<file path="src/rtl/stream_mux2.sv">
// stream_mux2: two-input packet stream multiplexer.
// A grant is held for a whole packet; round-robin picks between
// simultaneously pending channels, with one arbitration cycle per packet.
module stream_mux2 #(
    parameter int unsigned DATA_W = 8
) (
    input  logic              clk,
    input  logic              rst_n,
    input  logic              valid_0,
    input  logic              last_0,
    input  logic [DATA_W-1:0] data_0,
    output logic              ready_0,
    input  logic              valid_1,
    input  logic              last_1,
    input  logic [DATA_W-1:0] data_1,
    output logic              ready_1,
    output logic              valid_out,
    output logic              last_out,
    output logic [DATA_W-1:0] data_out,
    input  logic              ready_in,
    input  logic              ready_out
);

    typedef enum logic [1:0] {
        IDLE,
        GNT0,
        GNT1
    } state_t;

    state_t state;
    state_t state_nxt;
    logic   rr;        // channel preferred on the next tie
    logic   rr_nxt;
    logic   sink_ok;

    assign sink_ok = ready_in & ready_out;

    // State and round-robin pointer registers
    always_ff @(posedge clk or negedge rst_n) begin
        if (!rst_n) begin
            state <= IDLE;
            rr    <= 1'b0;
        end else begin
            state <= state_nxt;
            rr    <= rr_nxt;
        end
    end

    // Next-state arbitration and combinational output steering
    always_comb begin
        state_nxt = state;
        rr_nxt    = rr;
        valid_out = 1'b0;
        last_out  = 1'b0;
        data_out  = '0;
        ready_0   = 1'b0;
        ready_1   = 1'b0;

        case (state)
            IDLE: begin
                if (valid_0 && !valid_1) begin
                    state_nxt = GNT0;
                end else if (valid_1 && !valid_0) begin
                    state_nxt = GNT1;
                end else if (valid_0 && valid_1) begin
                    state_nxt = rr ? GNT1 : GNT0;
                end
            end

            GNT0: begin
                valid_out = valid_0;
                last_out  = last_0;
                data_out  = data_0;
                ready_0   = sink_ok;
                // last_0 only counts on an accepted beat
                if (valid_0 && sink_ok && last_0) begin
                    state_nxt = IDLE;
                    rr_nxt    = 1'b1;
                end
            end

            GNT1: begin
                valid_out = valid_1;
                last_out  = last_1;
                data_out  = data_1;
                ready_1   = sink_ok;
                if (valid_1 && sink_ok && last_1) begin
                    state_nxt = IDLE;
                    rr_nxt    = 1'b0;
                end
            end

            default: begin
                state_nxt = IDLE;
            end
        endcase
    end

endmodule

</file>
<file path="config.mk">
export PLATFORM = sky130hd
export DESIGN_NAME = stream_mux2
export DESIGN_NICKNAME = d
export VERILOG_FILES = /design/src/rtl/stream_mux2.sv
export SDC_FILE = /design/constraint.sdc
export NUM_CORES = 1
export LEC_CHECK = 0
export ABC_CLOCK_PERIOD_IN_PS = 1450
export CORE_MARGIN = 3
export CORE_UTILIZATION = 32
export CTS_CLUSTER_DIAMETER = 200
export DETAILED_ROUTE_END_ITERATION = 12
export PLACE_DENSITY = 0.76
export SETUP_SLACK_MARGIN = 0.2
export SLEW_MARGIN = 20
export SYNTH_ARGS = -nofsm -noshare
export SYNTH_HDL_FRONTEND = slang
export SYNTH_SLANG_ARGS = --single-unit
</file>
<file path="constraint.sdc">
create_clock -name clk -period 1.45 [get_ports clk]
set_clock_uncertainty 0.05 [all_clocks]
set_input_delay 0.2175 -clock clk [delete_from_list [all_inputs] [get_ports clk]]
set_output_delay 0.2175 -clock clk [all_outputs]
set_load 0.01 [all_outputs]
</file>
==> reports/results.tsv, run 1 <==
metric	value	unit
num_rows	12	
synth_most_common_cell	nor2b_1	
synth_top_area_share	16.6	%
synthCells	55	
synth_top_family_by_area	compound AO/OA/AOI/OAI gates	
root_buffer	clkbuf_4	
portBuffers	35	
ys_seq_area_share	16.6	%
place_ws	-0.444	ns
cts_buffer_depth	2	
die_w	43.6	um
globalplace.congestion	0.722	
synth_edf_count	0	
synth.area.top_cells	a22oi_1 (17%), dfrtp_1 (17%), ha_1 (17%)	
synth_mux_area_share	0	%
yosys.area.top_type	a22oi_1	
synthSimpleGateAreaFrac	29.4	%
firstError	[ERROR DPL-0033] detailed placement checks failed during check placement.	
dp_hpwl	1320	um
synth_ff_type	dfrtp_1	
crit_endpoint	data_out[5]	
grt_max_degree	7	
fp.dieH	43.6	um
yosys-top-cells-count	nor2b_1 (11), a22oi_1 (10), ha_1 (6), inv_1 (6), dfrtp_1 (3)	
yosysWarnings	0	
grt_antenna_before_repair	0	
mappedNetlistArea	452	um2
htree_levels	1	
async_reset_ff_share	100	%
ios	36	
synth_seq_cells	3	
cts_buffers	3	
synth_compound_area_share	30.2	%
synthXorXnorAreaFrac	0	%
synth.distinct_cells	17	
hold_buffers	0	
syn_area_per_cell	8.21	um2
syn-num-nets	85	
status	aborted with a tool error	
lastStage	5_1_grt	
worst-ep-kind	primary output	
start_util	37.1	%
synth_fa_ha_area_share	16.6	%
cts.sinks	3	
[cells by family after synthesis]
kind of cell / Yosys count
and+or+nand+nor: 21
AOI/OAI and AO/OA: 17
DFF: 3
adders and majority gates: 6
buffers and inverters: 8
[timing repair]
action | in CTS
resized for setup | 69
cloned | 0
endpoints found under the setup margin | 15
pin swaps | 12
buffers inserted | 12
[stage by stage]
| step | utilization [%] | TNS, ns | cell area (um2) | std cells |
|---|---|---|---|---|
| floorplan | - | 0 | 568 | 55 |
| global placement | 81.9 | -4.34 | 996 | 113 |
| detailed placement | 81.9 | -5.10 | 996 | 113 |
| CTS | 93.1 | -3.01 | 1130 | 129 |
==> run 2, diff against run 1 <==
Settings changed: CORE_AREA set to 3 3 64 66, CORE_MARGIN 3 to unset, CORE_UTILIZATION 32 to unset, CTS_CLUSTER_DIAMETER 200 to unset, DIE_AREA set to 0 0 67 69, PLACE_DENSITY 0.76 to unset, PLACE_DENSITY_LB_ADDON set to 0.15, SETUP_SLACK_MARGIN 0.2 to unset.
==> reports/results.tsv, run 2 <==
metric	value	unit	change
worstPathBufferInverterCount	3		
mappedNetlistArea	452	um2	unchanged
cts_tree	done		
synth.distinct_cells	17		unchanged
maxCapViolations	0		
track_usage	8.21	%	
hp-class	input pin to async pin		
path_cells	buf_4 -> ha_4 -> buf_6 -> a22oi_2 -> nor2b_4 -> buf_6		
fmax	0.600	GHz	
finalCriticalPeriod	1.67	ns	
avgViaCountPerCell	3.91		
dr.pass1.iters	2		
root_buffer	clkbuf_8		was clkbuf_4
area_growth	149	%	
grt_pass1_vias	601		
drcViolationCount	0		
num_rows	22		was 12
synthCells	55		unchanged
rrSetupSlack	-0.09	ns	
start_util	12.4	%	was 37.1%
relSlewSlack	86.5	%	
worstReg2RegEnd	state[0]		
synth_most_common_cell	nor2b_1		unchanged
synth_compound_area_share	30.2	%	unchanged
yosys-top-cells-count	nor2b_1 (11), a22oi_1 (10), ha_1 (6), inv_1 (6), dfrtp_1 (3)		unchanged
rsz0062_at_grt	yes		
die_area	4620	um2	
synth_mux_area_share	0	%	unchanged
worst-setup-path-type	register to output pin		
vdd_ir_drop_max	351	uV	
top_register	state		
dp_hpwl	1400	um	was 1320 um
failed_checks	setup timing		
htree_levels	1		unchanged
status	finished with violations		was aborted with a tool error
cts_buffer_depth	2		unchanged
timing.rr.start	state[0]		
antenna_left	0		
period_share	115	%	
layout_commonest_cell	clkdlybuf4s50_1		
wirelength	1810	um	
cts.sinks	3		unchanged
worstMarginPinSlew	0.202	ns	
clk_latency	0.22	ns	
hold_viol_final	0		
placed_cells	152		was 113
cts_buffers	3		unchanged
portBuffers	35		unchanged
grt_first_pass_wirelength	2910	um	
synth_ff_type	dfrtp_1		unchanged
final_util	31.0	%	
clk_pin_slew	0.03	ns	
largest_register_ffs	2		
largest_registers	state (2), rr (1)		
max_stage_delay	0.39	ns	
fp.coreArea	3630	um2	
required	1.18	ns	
synthSimpleGateAreaFrac	29.4	%	unchanged
setup-violations-final	14		
yosys.area.top_type	a22oi_1		unchanged
final_cells	158		
ios	36		unchanged
yosysWarnings	0		unchanged
synth_fa_ha_area_share	16.6	%	unchanged
diodes	0		
cpMostUsedCell	buf_6		
setup_slack	-0.217	ns	
p_per_area	1590	nW/um2	
critPathMaxFanout	6		
layout_common_cells	clkdlybuf4s50_1 (22), buf_4 (11), buf_6 (10)		
synth_top_family_by_area	compound AO/OA/AOI/OAI gates		unchanged
crit_family	buffers and inverters		
num-nets-final	141		
die_w	67	um	was 43.6 um
cp.arrival	1.40	ns	
critPathLaunchType	register		
vias	618		
p_leak	0.483	nW	
syn-num-nets	85		unchanged
synthXorXnorAreaFrac	0	%	unchanged
reg2regPathDepth	7		
wl_per_cell	11.4	um	
grt_max_degree	7		
async_reset_ff_share	100	%	unchanged
drv_slew	0		
grt_antenna_before_repair	0		
synth_top_area_share	16.6	%	unchanged
fp.dieH	69	um	was 43.6 um
end_kind	output pin		
hold_buffers	0		unchanged
synth_seq_cells	3		unchanged
drive_gt1_share	50.0	%	
first_iter_violations	9		
overflow	0		
crit_slowest_cell	dfrtp_1		
syn_area_per_cell	8.21	um2	unchanged
ys_seq_area_share	16.6	%	unchanged
synth_edf_count	0		unchanged
globalplace.congestion	0.680		was 0.722
synth.area.top_cells	a22oi_1 (17%), dfrtp_1 (17%), ha_1 (17%)		unchanged
-- run 2: metal layers --
metal,routed length [um],part of all wire [%],track usage [%]
met1,756,42,9.54
met2,949,53,13.9
met3,56,3.1,1.14
met4,44,2.4,4.73
met5,0,0,0
-- run 2: how the worst max path moves through the flow --
stage             start          end  slack, ns  depth (start not counted)
6_report       state[0]  data_out[5]      -0.22                          6
5_1_grt        state[0]  data_out[2]      -0.28                          6
4_1_cts        state[0]  data_out[2]      -0.21                          6
3_5_place_dp   state[0]  data_out[5]      -0.45                          6
3_3_place_gp   state[0]  data_out[5]      -0.42                          6
2_1_floorplan  state[0]  data_out[0]       0.02                          5
-- run 2: final cells by class --
class / instances / area (um2)
fill: 409 / 2510
timing repair buffer: 53 / 473
multi-input combinational: 44 / 450
sequential: 3 / 75.1
tap: 48 / 60.1
clock buffer: 4 / 45.0
inverter: 6 / 22.5
-- run 2: what timing repair did --
action / CTS / global route
gates resized for setup: 74 / 4
setup endpoints to repair: 14 / 15
setup buffers: 1 / 1
pin swaps: 4 / 3
-- run 2: kinds of logic after synthesis --
| family | Yosys count |
|---|---|
| AO/OA/AOI/OAI | 17 |
| adder cells (fa/ha/maj) | 6 |
| buffers and inverters | 8 |
| flip-flops | 3 |
| AND/OR/NAND/NOR | 21 |
-- run 2: stage by stage --
stage / setup TNS (ns) / hold slack [ns] / cell area (um2) / total power, mW / worst slack, ns
3_3_place_gp: -5.12 / 0.365 / 977 / 1.24 / -0.423
2_1_floorplan: 0 / -0.128 / 457 / 0.674 / 0.0231
5_1_grt: -3.15 / 0.153 / 1130 / 1.92 / -0.278
3_5_place_dp: -5.29 / 0.372 / 977 / 1.25 / -0.448
6_report: -2.23 / 0.141 / 1130 / 1.79 / -0.217
4_1_cts: -2.38 / 0.142 / 1110 / 1.78 / -0.214
-- run 2: power breakdown --
group / internal (mW) / leakage [nW] / switching (mW)
clock: 0.187 / 0.0228 / 0.0545
sequential: 0.113 / 0.0349 / 0.0296
combinational: 0.826 / 0.426 / 0.580
total: 1.13 / 0.483 / 0.664
No activity file was read; power rests on OpenSTA's default activity.
